==> config.mk <==
export PLATFORM = sky130hd
export DESIGN_NAME = interp_block_sequencer
export DESIGN_NICKNAME = d
export VERILOG_FILES = /design/src/rtl/interp_block_sequencer.sv
export SDC_FILE = /design/constraint.sdc
export NUM_CORES = 1
export LEC_CHECK = 0
export CORE_ASPECT_RATIO = 1.4
export CORE_MARGIN = 10
export CORE_UTILIZATION = 51
export CTS_CLUSTER_DIAMETER = 120
export DETAILED_ROUTE_END_ITERATION = 12
export HOLD_SLACK_MARGIN = 0.06
export PLACE_DENSITY = 0.84
export SYNTH_ARGS = -nofsm -noshare
export SYNTH_HDL_FRONTEND = slang
export SYNTH_SLANG_ARGS = --single-unit
export TNS_END_PERCENT = 1
==> constraint.sdc <==
create_clock -name clock -period 2.25 [get_ports clock]
set_clock_uncertainty 0.15 [all_clocks]
set_input_delay 0.225 -clock clock [delete_from_list [all_inputs] [get_ports clock]]
set_output_delay 0.225 -clock clock [all_outputs]
set_load 0.05 [all_outputs]
==> src/rtl/interp_block_sequencer.sv <==
// interp_block_sequencer: loads one reference block into the shift register, steers filtered rows
// into the output filler, and hands the finished block downstream.
module interp_block_sequencer #(
  parameter int ROWS_IN  = 15,
  parameter int ROWS_OUT = 8,
  parameter int TIMEOUT  = 64,
  parameter int SEL_W    = 8
) (
  input  logic             clock,
  input  logic             reset_L,
  input  logic             in_valid,
  output logic             in_ready,
  output logic             shreg_load_L,
  output logic             filt_start,
  input  logic             filt_valid,
  output logic             ofill_load_L,
  output logic [SEL_W-1:0] ofill_sel,
  output logic             blk_valid,
  input  logic             blk_ready,
  output logic             busy,
  output logic [1:0]       err,
  output logic [15:0]      blk_cnt
);
  localparam int RW = $clog2(ROWS_IN + 1);
  localparam int WW = $clog2(TIMEOUT + 1);
  localparam logic [RW-1:0] ROW_LAST = RW'(ROWS_IN - 1);
  localparam logic [SEL_W-1:0] OUT_LAST = SEL_W'(ROWS_OUT - 1);
  localparam logic [WW-1:0] WD_LAST = WW'(TIMEOUT - 1);

  typedef enum logic [1:0] {IDLE, FILL, RUN, DONE} state_t;

  state_t state, state_nx;
  logic [RW-1:0] row_cnt, row_nx;
  logic [SEL_W-1:0] out_cnt, out_nx;
  logic [WW-1:0] wd_cnt, wd_nx;
  logic start_nx;
  logic [1:0] err_nx;
  logic [15:0] cnt_nx;
  logic xfer;

  always_ff @(posedge clock or negedge reset_L) begin
    if (!reset_L) begin
      state      <= IDLE;
      row_cnt    <= '0;
      out_cnt    <= '0;
      wd_cnt     <= '0;
      filt_start <= 1'b0;
      err        <= 2'b00;
      blk_cnt    <= '0;
    end else begin
      state      <= state_nx;
      row_cnt    <= row_nx;
      out_cnt    <= out_nx;
      wd_cnt     <= wd_nx;
      filt_start <= start_nx;
      err        <= err_nx;
      blk_cnt    <= cnt_nx;
    end
  end

  assign xfer = in_valid & in_ready;

  always_comb begin
    state_nx = state;
    row_nx   = row_cnt;
    out_nx   = out_cnt;
    wd_nx    = wd_cnt;
    start_nx = 1'b0;
    err_nx   = {err[1] | (filt_valid & (state != RUN)), err[0]};
    cnt_nx   = blk_cnt;
    case (state)
      IDLE: if (xfer) begin
        state_nx = FILL;
        row_nx   = RW'(1);
      end
      FILL: if (xfer) begin
        state_nx = (row_cnt == ROW_LAST) ? RUN : FILL;
        row_nx   = (row_cnt == ROW_LAST) ? '0 : row_cnt + RW'(1);
        start_nx = (row_cnt == ROW_LAST);
        wd_nx    = '0;
      end
      RUN: if (filt_valid) begin
        state_nx = (out_cnt == OUT_LAST) ? DONE : RUN;
        out_nx   = (out_cnt == OUT_LAST) ? '0 : out_cnt + SEL_W'(1);
        wd_nx    = '0;
      end else if (wd_cnt == WD_LAST) begin
        state_nx  = IDLE;
        out_nx    = '0;
        err_nx[0] = 1'b1;
      end else begin
        wd_nx = wd_cnt + WW'(1);
      end
      DONE: if (blk_ready) begin
        state_nx = IDLE;
        cnt_nx   = blk_cnt + 16'd1;
      end
      default: state_nx = IDLE;
    endcase
  end

  always_comb begin
    in_ready     = (state == IDLE) || (state == FILL);
    shreg_load_L = ~(in_valid & in_ready);
    ofill_load_L = ~(filt_valid & (state == RUN));
    ofill_sel    = out_cnt;
    blk_valid    = (state == DONE);
    busy         = (state != IDLE);
  end
endmodule

==> out/metrics.cfg <==
[cts]
root_buffer=clkbuf_8
clock-sinks=40
htree_levels=2
cts_resized=0
clkTransAtPathRegs_ns=0.08
cts_tree=done
insertion_delay_ns=0.30
cts_buffer_depth=2
cts_buffers=5

[placement]
dp_hpwl_mm=3.12
gp_congestion=0.815
port_buffers=36
dpl_worst_slack_ns=0.286

[grt]
overflow=0
grt_pass1_vias=1741
grt_antenna_before_repair=0
grt_pass1_wl_mm=7.91
grt_start_max_net_pins=41
grtUsageTotal_pct=14.1

[final_layout]
layout_commonest_cell=dfrtp_1
drive_above_1_share_pct=9.96
antenna_cells=0
syn_to_final_growth_pct=27.8
layout_common_cells=dfrtp_1 (40), clkdlybuf4s50_1 (31), nand2_1 (21)
fin_nets=250

[floorplanning]
io_pins=37
die_w_microns=72.4
die-area_sq_um=6760
initial_core_util_pct=53.4
die_y_microns=93.4
num_rows=26
floorplan.core_area_sq_um=3680

[yosys]
netlist_area_sq_um=1960
yosys_most_used_dff=dfrtp_1
yosys_warnings=0
yosysUniqueCellTypes=42
synth_edf_count=0
synth_seq_cells=40
yosysSeqAreaShare_pct=51.0
syn_inst=196
synth_async_sr_flop_share_pct=100
avgSynthCellArea_sq_um=10.0
synth_fp_nets=206

[critical_path]
arrival_ns=1.74
crit_fanout=9
path_class=reg -> out
start_kind=register
cp.required_ns=1.88
end_kind=primary output

[timing]
hold_viol=0
clock.fmax_mhz=473
worst_pin_slew_ns=0.878
setup_violations=0
slew_headroom_pct=41.5
fin_crit_sh_pct=94.0
slew_violations=0
finalSetupTns_ns=0
period_minus_slack_ns=2.12
setup_ws_ns=0.135
rsz0062_at_grt=false

[pwr]
p_leak_nw=1.10
pwr_density_cell_nw_per_um2=853
ir_worst_vdd_mv=1.07

[route]
wl_per_cell_microns=15.5
drt-pass1-iter-count=4
num_vias=1594
drtIter0Drc=129
drc_errors=0
antenna_left=0
routed_via_density=5.63
wl_mm=4.39

[min_path]
hp-class=reg -> reg

[outcome]
status=finished clean

[job]
drv_cap=0

-- state kept, by name, summed over array words and instances (netlist names) --
register	cells
blk_cnt	16
err	2
filt_start	1
ofill_sel	8
row_cnt	4
state	2
wd_cnt	7
-- cells by family (layout without fill, tap and decap cells) --
| group | after synthesis | after routing | share of synthesized area [%] |
|---|---|---|---|
| xor gates and xnor gates | 15 | 15 | 6.70 |
| buffers and inverters | 11 | 56 | 2.17 |
| and+or+nand+nor | 79 | 79 | 21.0 |
| adders and majority gates | 5 | 5 | 3.19 |
| DFF | 40 | 40 | 51.0 |
| AOI/OAI and AO/OA | 44 | 44 | 14.9 |
| muxes | 2 | 2 | 1.02 |
-- worst paths after layout --
check	from	endpoint	slack [ns]	cells past startpoint
min in group asynchronous	reset_L	wd_cnt[2]	0.43	2
max reg2reg	ofill_sel[4]	ofill_sel[3]	0.27	4
min	err[0]	err[0]	0.31	1
max in group asynchronous	reset_L	ofill_sel[1]	0.97	2
min reg2reg	err[0]	err[0]	0.31	1
max	state[1]	in_ready	0.13	2
-- cells in the mapped netlist (2+ instances only) --
master | count | area share [%]
nor2b_1 | 2 | 0.64
and3_1 | 6 | 1.9
o21ai_0 | 8 | 2.0
nor4_1 | 2 | 0.64
dfrtp_1 | 40 | 51
clkbuf_1 | 2 | 0.38
nor3_1 | 4 | 1.0
o21a_1 | 3 | 1.1
a21oi_1 | 12 | 3.1
inv_1 | 7 | 1.3
nand3_1 | 12 | 3.1
a31oi_1 | 4 | 1.3
nor2_1 | 12 | 2.3
a211o_1 | 2 | 0.89
mux2i_1 | 2 | 1.0
a21boi_0 | 2 | 0.77
nand2_1 | 21 | 4.0
o211ai_1 | 2 | 0.77
ha_1 | 5 | 3.2
xnor2_1 | 14 | 6.3
nand2b_1 | 2 | 0.64
a21o_1 | 3 | 1.1
or2_2 | 2 | 0.64
and4_1 | 2 | 0.89
nand4_1 | 8 | 2.6
-- repair_timing --
action | CTS | global route
hold endpoints to repair | 40 | 0
hold buffers | 1 | 0
setup buffers | 0 | 0
setup endpoints to repair | 0 | 0
-- layer usage --
layer	up-vias	GRT usage [%]	wire, microns
met5	-	0	0
met3	5	4.55	282
met2	38	23.8	2200
met4	0	5.71	46
met1	755	15.9	1860
li1	796	-	-
-- report_power, final --
group	total (mW)	switching [mW]	internal (mW)
sequential	0.920	0.119	0.800
clock	0.610	0.276	0.334
combinational	0.609	0.393	0.216
-- worst max-delay path, cell delays in order, from the launching register on --
cell             delay [ns]
dfrtp_1                0.48
inv_1                  0.13
clkdlybuf4s50_1        0.83
-- layout make-up --
class	count	area, sq um
Multi-Input combinational cell	145	918
Inverter	8	30.0
Clock buffer	5	68.8
Clock inverter	3	46.3
Tap cell	42	52.6
Timing Repair Buffer	40	390
Sequential cell	40	1000
Fill cell	288	1170
-- stage by stage --
| stage | hold slack (ns) | instance area, sq um | util [%] | std cells | power (mW) |
|---|---|---|---|---|---|
| floorplan | -0.221 | 1960 | - | 196 | 1.34 |
| global placement | 0.247 | 2380 | 64.8 | 274 | 1.52 |
| detailed placement | 0.249 | 2380 | 64.8 | 274 | 1.54 |
| CTS | 0.319 | 2510 | 68.2 | 283 | 2.15 |
| global route | 0.339 | 2510 | 68.2 | 283 | 2.25 |
| finish | 0.313 | 2510 | 68.2 | 283 | 2.14 |
Power figures use the tool's default switching activity.
